==> src/rtl/detector_arbiter.sv <==
// detector_arbiter: round-robin sharing of one serial pattern detector among
// CH bit-stream requesters. Each channel keeps its own partial-match progress,
// so every stream behaves as if it owned a private Mealy detector.
module detector_arbiter #(
    parameter int CH = 4,
    parameter int PLEN = 3,
    parameter logic [PLEN-1:0] PATTERN = 3'b111
) (
    input  logic          clk,
    input  logic          reset,
    input  logic          flush,
    input  logic [CH-1:0] req,
    input  logic [CH-1:0] bit_in,
    output logic [CH-1:0] grant,
    output logic          found,
    output logic [2:0]    found_ch,
    output logic [7:0]    match_count
);

    localparam int PW = (CH > 1) ? $clog2(CH) : 1;

    logic [2:0]    prog [CH];
    logic [PW-1:0] ptr;

    logic          sel_valid;
    logic [PW-1:0] sel;
    logic [2:0]    sel_prog;
    logic          sel_bit;
    logic          want_bit;
    logic          hit;
    logic [2:0]    next_prog;

    // Pick the first eligible requester after the last granted one; a channel
    // granted at the previous edge is masked so a held bit is not consumed twice.
    always_comb begin
        int idx;
        sel_valid = 1'b0;
        sel       = ptr;
        for (int k = 1; k <= CH; k++) begin
            idx = int'(ptr) + k;
            if (idx >= CH) idx = idx - CH;
            if (!sel_valid && req[idx] && !grant[idx]) begin
                sel_valid = 1'b1;
                sel       = PW'(idx);
            end
        end
    end

    // Shared detector datapath: compare the selected channel's bit with the
    // pattern bit it is waiting for and work out its next progress value.
    always_comb begin
        sel_prog  = prog[sel];
        sel_bit   = bit_in[sel];
        want_bit  = PATTERN[PLEN-1-int'(sel_prog)];
        hit       = 1'b0;
        next_prog = 3'd0;
        if (sel_bit == want_bit) begin
            if (int'(sel_prog) == PLEN-1) begin
                hit       = 1'b1;
                next_prog = 3'd0;
            end else begin
                next_prog = sel_prog + 3'd1;
            end
        end else begin
            next_prog = (sel_bit == PATTERN[PLEN-1]) ? 3'd1 : 3'd0;
        end
    end

    // Registered arbitration and detection results; flush beats arbitration
    // and keeps the round-robin pointer and the running match total.
    always_ff @(posedge clk or posedge reset) begin
        if (reset) begin
            for (int i = 0; i < CH; i++) prog[i] <= 3'd0;
            ptr         <= PW'(CH-1);
            grant       <= '0;
            found       <= 1'b0;
            found_ch    <= 3'd0;
            match_count <= 8'd0;
        end else if (flush) begin
            for (int i = 0; i < CH; i++) prog[i] <= 3'd0;
            grant    <= '0;
            found    <= 1'b0;
            found_ch <= 3'd0;
        end else if (sel_valid) begin
            grant <= {{(CH-1){1'b0}}, 1'b1} << sel;
            ptr   <= sel;
            for (int i = 0; i < CH; i++) begin
                if (PW'(i) == sel) prog[i] <= next_prog;
            end
            found <= hit;
            if (hit) begin
                found_ch <= 3'(sel);
                if (match_count != 8'hFF) match_count <= match_count + 8'd1;
            end
        end else begin
            grant <= '0;
            found <= 1'b0;
        end
    end

endmodule

==> config.mk <==
export PLATFORM = sky130hd
export DESIGN_NAME = detector_arbiter
export DESIGN_NICKNAME = d
export VERILOG_FILES = /design/src/rtl/detector_arbiter.sv
export SDC_FILE = /design/constraint.sdc
export NUM_CORES = 1
export LEC_CHECK = 0
export ABC_AREA = 1
export ABC_CLOCK_PERIOD_IN_PS = 5400
export CORE_UTILIZATION = 50
export DETAILED_ROUTE_END_ITERATION = 10
export PLACE_DENSITY = 0.84
export SLEW_MARGIN = 20
export SYNTH_ARGS = -nofsm -noshare
export SYNTH_HDL_FRONTEND = slang
export SYNTH_SLANG_ARGS = --single-unit
==> constraint.sdc <==
create_clock -name clk -period 5.4 [get_ports clk]
set_input_delay 1.08 -clock clk [delete_from_list [all_inputs] [get_ports clk]]
set_output_delay 1.08 -clock clk [all_outputs]
set_load 0.02 [all_outputs]
Yosys cells after proc, flatten, opt, wreduce, memory -nomap -nowiden
Cells that the tools add are included.
{ "totals": {"register_bits": 30, "in_bits": 11, "output_inout_bits": 16, "word_cells": 130} }
{ "classes": {"n_addsub": 11, "magnitude_cmp": 11, "eq_ne": 6, "shift": 1, "mux": 62, "bitwise_logic": 2, "reduce_logical": 28} }
{ "ops": {"columns": ["op", "count"], "rows": [
  ["< comparator 32 x 4 -> 1 bit (second input constant)", 4],
  ["2-to-1 mux 32 bit", 4],
  ["2-to-1 mux 3 bit", 11],
  ["2-to-1 mux 1 bit", 28],
  ["2-to-1 mux 12 bit", 2],
  ["binary-select mux 1 bit (select 2 bit)", 10],
  ["greater-or-equal comparator 3 bit (second input constant)", 4],
  ["AND reduction 2 bit", 6],
  ["nonzero test 2 bit", 6],
  ["subtractor 3 x 3 -> 4 bit (second input constant)", 3],
  ["adder 8 x 1 -> 8 bit (second input constant)", 1],
  ["2-to-1 mux 2 bit", 4],
  ["2-to-1 mux 4 bit", 2],
  ["inequality test 8 bit (second input constant)", 1],
  ["logical AND 1 bit", 7],
  ["logical NOT 1 bit", 7],
  ["adder 2 x 2 -> 3 bit (second input constant)", 2],
  ["binary-select mux 3 bit (select 2 bit)", 1],
  ["subtractor 4 x 3 -> 5 bit (second input constant)", 1],
  ["adder 2 x 3 -> 4 bit (second input constant)", 1],
  ["== test 2 bit (first input constant)", 2],
  ["greater-or-equal comparator 4 x 3 -> 1 bit (second input constant)", 1],
  ["< comparator 4 bit (second input constant)", 1],
  ["AND reduction 4 bit", 1],
  ["11 further kinds", 11]
]} }

Depth between registers and ports, before layout
{ "depth": {"word_depth": 34, "ltp_mapped": 20, "depth_no_buf": 19} }

Least setup slack after synthesis
No wires, ideal clock.
{ "synth_timing": {"path_type": "input -> register", "from": "input port req[1]", "to": "register match_count[0]", "setup_time_ns": 0.121, "arrival_time_ns": 2.518, "required_ns": 5.279, "path_slack_ns": 2.760, "stages": 16, "path_buffers": 1, "cell_sequence": "nand2_1 -> nand2_1 -> nand3_1 -> nand2_2 -> nand3_4 -> nand2_4 -> nand2_4 -> buf_6 -> nand2_2 -> nand2_1 -> nand2_2 -> nand2_4 -> clkinv_2 -> nand4_4 -> o21bai_1 -> nand2_1"} }
{ "synth_between": {"elab_chain_cells": 28, "word_cells_on_any_way": 45, "cone_classes": "add/sub: 1; eq/ne: 2; mux: 30; bitwise: 1; reduce/logical: 11"} }
{ "synth_lines": {"columns": ["element", "line", "rtl"], "rows": [
  ["from (decl)", "12", "input logic [CH-1:0] req,"],
  ["binary-select mux 1 bit (select 2 bit)", "42", "if (!sel_valid && req[idx] && !grant[idx]) begin"],
  ["2-to-1 mux 1 bit (not written as such) (2 in a row)", "42", null],
  ["logical AND 1 bit", "42", null],
  ["2-to-1 mux 1 bit", "42", null],
  ["logical NOT 1 bit", "42", null],
  ["logical AND 1 bit (2 in a row)", "42", null],
  ["2-to-1 mux 1 bit", "42", null],
  ["logical NOT 1 bit", "42", null],
  ["(+8 left out)", null, null],
  ["binary-select mux 3 bit (select 2 bit)", "52", "sel_prog = prog[sel];"],
  ["2-to-1 mux 3 bit (not written as such) (2 in a row)", "52", null],
  ["subtractor 2 x 3 -> 4 bit", "54", "want_bit = PATTERN[PLEN-1-int'(sel_prog)];"],
  ["binary-select mux 1 bit (select 2 bit)", "54", null],
  ["2-to-1 mux 1 bit (not written as such) (2 in a row)", "54", null],
  ["== test 1 bit", "57", "if (sel_bit == want_bit) begin"],
  ["2-to-1 mux 1 bit", "57", null],
  ["AND reduction 4 bit (no source line) (*)", null, null],
  ["to (signal assigned)", "93", "if (match_count != 8'hFF) match_count <= match_count + 8'd1;"],
  ["to (decl)", "17", "output logic [7:0] match_count"]
]} }
Mark *: on every way between the ends. The rest lies on a longest branch, timed or not. The select of a mux whose other input is x is not followed.
A chain may end at the register's enable or synchronous reset.

Worst setup path in the final report
{ "layout_timing": {"from": "input port req[1]", "to": "register prog[4] (netlist bit)"} }
{ "layout_between": {"elab_chain_cells": 30, "word_cells_on_any_way": 52, "cone_classes": "add/sub: 2; eq/ne: 3; mux: 33; bitwise: 1; reduce/logical: 13"} }
{ "layout_lines": {"columns": ["element", "line", "rtl"], "rows": [
  ["binary-select mux 1 bit (select 2 bit)", "42", null],
  ["2-to-1 mux 1 bit (not written as such) (2 in a row)", "42", null],
  ["logical AND 1 bit", "42", null],
  ["2-to-1 mux 1 bit", "42", null],
  ["logical NOT 1 bit", "42", null],
  ["logical AND 1 bit (2 in a row)", "42", null],
  ["2-to-1 mux 1 bit", "42", null],
  ["logical NOT 1 bit", "42", null],
  ["(+11 left out)", null, null],
  ["subtractor 2 x 3 -> 4 bit", "54", null],
  ["binary-select mux 1 bit (select 2 bit)", "54", null],
  ["2-to-1 mux 1 bit (not written as such) (2 in a row)", "54", null],
  ["== test 1 bit", "57", null],
  ["2-to-1 mux 3 bit", "57", null],
  ["2-to-1 mux 3 bit", "88", "if (PW'(i) == sel) prog[i] <= next_prog;"],
  ["2-to-1 mux 12 bit", "84", "end else if (sel_valid) begin"],
  ["2-to-1 mux 12 bit", "79", "end else if (flush) begin"],
  ["to (signal, indexed assignment)", "88", null],
  ["to (decl)", "22", "logic [2:0] prog [CH];"]
]} }
Several ways; a longest one is shown, not always the timed one. The select of a mux whose other input is x is not followed.

==> impl_metrics.csv <==
group,metric,value,unit
clock_tree,ctsResizeCount,0,
timing,maxSlewViolCount,0,
timing,skew,0.00477,ns
die,die_x,65.2,um
final_layout,area_growth,20.8,%
final_layout,layout-drive-gt1-share,18.8,%
synthesis,synthCells,258,
final_layout,num_antenna_cells,0,
flow_run,cap_viol_max_count,0,
outcome,status,"finished clean",
clock_tree,clock-sinks,29,
final_layout,num-fill-cells,341,
drt,vias,1706,
drt,drt-pass1-iter-count,4,
timing,clock.fmax,318,MHz
drt,routedWlPerCell,12.5,um
clock_tree,clockRootBuffer,"clkbuf_8",
synthesis,syn_avg_cell_area,7.74,um2
synthesis,ys_seq_area_share,36.5,%
clock_tree,htreeDepth,2,
drt,vias_per_cell,5.08,
drt,finalWirelength,4200,um
synthesis,synth_seq_cells,29,
grt,grt_overflow,0,
drt,ant_nets,0,
grt,grt_max_degree,30,
timing,tns,0,ns
synthesis,syn_area,2000,um2
critical_path,cp.arrival,3.36,ns
timing,hold_violations,0,
die,io_pins,27,
clock_tree,ctsHoldBuffers,0,
die,die_h,65.2,um
synthesis,synth_cell_types,32,
die,core_area,3740,um2
clock_tree,path_clk_slew,0.06,ns
grt,grt_first_pass_wirelength,7250,um
final_layout,multi_input_area,1100,um2
timing,tightestPinTransition,0.590,ns
synthesis,yosys-top-cells-area,"dfrtp_1 34%, nand2_1 16%, nand3_1 6.8%",
critical_path,cp_data_required_time,5.61,ns
grt,grt_pass1_vias,1655,
die,initial_core_util,53.3,%
die,num_rows,22,
clock_tree,clock_path_buffers,2,
synthesis,syn_nets,270,
clock_tree,cts_tree,"done",
final_layout,fin_nets,299,
clock_tree,post-cts-setup-buffer-count,0,
clock_tree,cts_buffers,5,
drt,first_iter_violations,57,
synthesis,yosysWarningCount,0,
timing,min_period_over_period,58.3,%
grt,grt_antenna_before_repair,0,
clock_tree,clk-insertion-delay-late,0.28,ns
critical_path,worstSetupPathType,"in -> reg",
placement,hpwl,3100,um
timing,slew_headroom,60.6,%
synthesis,synth.top_cell.area_share,33.9,%
synthesis,synth_top_area_cell,"dfrtp_1",
drt,drc_errors,0,
placement,gp_congestion,0.897,
critical_path,critPathLaunchType,"input pin",
timing,rsz0062_at_grt,"no",
timing,setup_viol,0,
critical_path,end_kind,"register",
placement,io_buffers,25,
grt,track_usage,22.4,%
die,fp.dieArea,4250,um2
final_layout,seq_area,728,um2
critical_path,worstPathMaxFanout,15,
hold_path,hold_path.class,"reg -> reg",
timing,period_minus_slack,3.15,ns
==> final timing paths <==
| path | startpoint | endpoint | slack [ns] | cells after the start |
|---|---|---|---|---|
| max in group asynchronous | reset | prog[4]$_DFFE_PP0P_ | 3.83 | 2 |
| min in group asynchronous | reset | match_count[3]$_DFFE_PP0P_ | 1.18 | 2 |
| worst min-delay path | prog[1]$_DFFE_PP0P_ | prog[1]$_DFFE_PP0P_ | 0.48 | 2 |
| worst max register to register | ptr[0]$_DFFE_PP1P_ | prog[4]$_DFFE_PP0P_ | 2.75 | 16 |
| worst min register to register | prog[1]$_DFFE_PP0P_ | prog[1]$_DFFE_PP0P_ | 0.48 | 2 |
| worst max-delay path | req[1] | prog[4]$_DFFE_PP0P_ | 2.25 | 17 |
==> through the flow <==
step	std cells	worst slack [ns]	util, %	area, um2	hold slack [ns]
6_report	336	2.25	64.4	2410	0.478
5_1_grt	336	2.07	64.4	2410	0.490
4_1_cts	336	2.27	64.4	2410	0.476
3_5_place_dp	328	2.03	60.8	2280	0.459
3_3_place_gp	328	2.08	60.8	2280	0.455
2_1_floorplan	258	2.76	-	2000	0.440
==> logic make-up (layout without fill, tap and decap cells) <==
logic type / after synthesis / after routing / synth area share (%)
AO/OA/AOI/OAI: 21 / 21 / 6.65
XOR/XNOR: 5 / 5 / 2.19
adder cells (fa/ha/maj): 1 / 1 / 0.627
buffers and inverters: 39 / 69 / 8.59
flip-flops: 29 / 29 / 36.5
other: 1 / 1 / 0.188
AND/OR/NAND/NOR: 162 / 162 / 45.3
==> worst max-delay path, cell delays in order <==
cell and delay (ns):
clkdlybuf4s50_1 0.46, nand2_1 0.07, nand2_1 0.13, nand3_1 0.11, nand2_2 0.16, nand4_4 0.17, nand2_4 0.21, nand2_1 0.08
nand2_1 0.06, nand2_1 0.08, nand2_2 0.15, nor2_8 0.06, nand2_1 0.08, nand2_1 0.07, nor2_2 0.19, nand2_1 0.11
nand2_1 0.09
==> cell type report <==
cell class / count / share of cell area, %
timing repair buffer: 25 / 10.4
sequential: 29 / 30.2
inverter: 36 / 5.87
clock buffer: 5 / 2.86
tap: 48 / 2.49
multi-input combinational: 190 / 45.5
clock inverter: 3 / 2.70
==> synth_stat cells, drive strengths merged <==
master / count
ha: 1
buf: 3
dfrtp: 27
conb: 1
o21ai: 12
nand3b: 4
nand3: 36
inv: 34
nand4: 4
dfstp: 2
clkinv: 2
nand2: 103
xor2: 5
o21bai: 8
nor3: 2
nor2: 12
a21oi: 1
nor4: 1
==> placed cells by master, fill, tap and decap left out, types with 6 or more instances in the layout <==
master	instances
nand3_1	27
dfrtp_1	27
nor2_1	7
inv_1	28
clkdlybuf4s50_1	25
nand3_2	6
nand2_4	6
o21bai_1	8
nand2_2	13
nand2_1	84
o21ai_0	6
==> per-layer routing <==
metal | up-vias | wire (um) | track usage [%] | part of all wire, %
li1 | 873 | - | - | -
met1 | 791 | 1870 | 26.9 | 44
met2 | 32 | 2090 | 38.1 | 50
met3 | 10 | 150 | 5.21 | 3.6
met4 | 0 | 93 | 9.78 | 2.2
met5 | - | 0 | 0 | 0
==> state kept, by name, summed over array words and instances, names as in the netlist <==
name	flops
prog	12
grant	4
ptr	2
match_count	8
found_ch	2
found	1
Power is left out: the tool's default activity adds up to more than one toggle a clock period on the data nets, which glitch-free logic cannot reach.
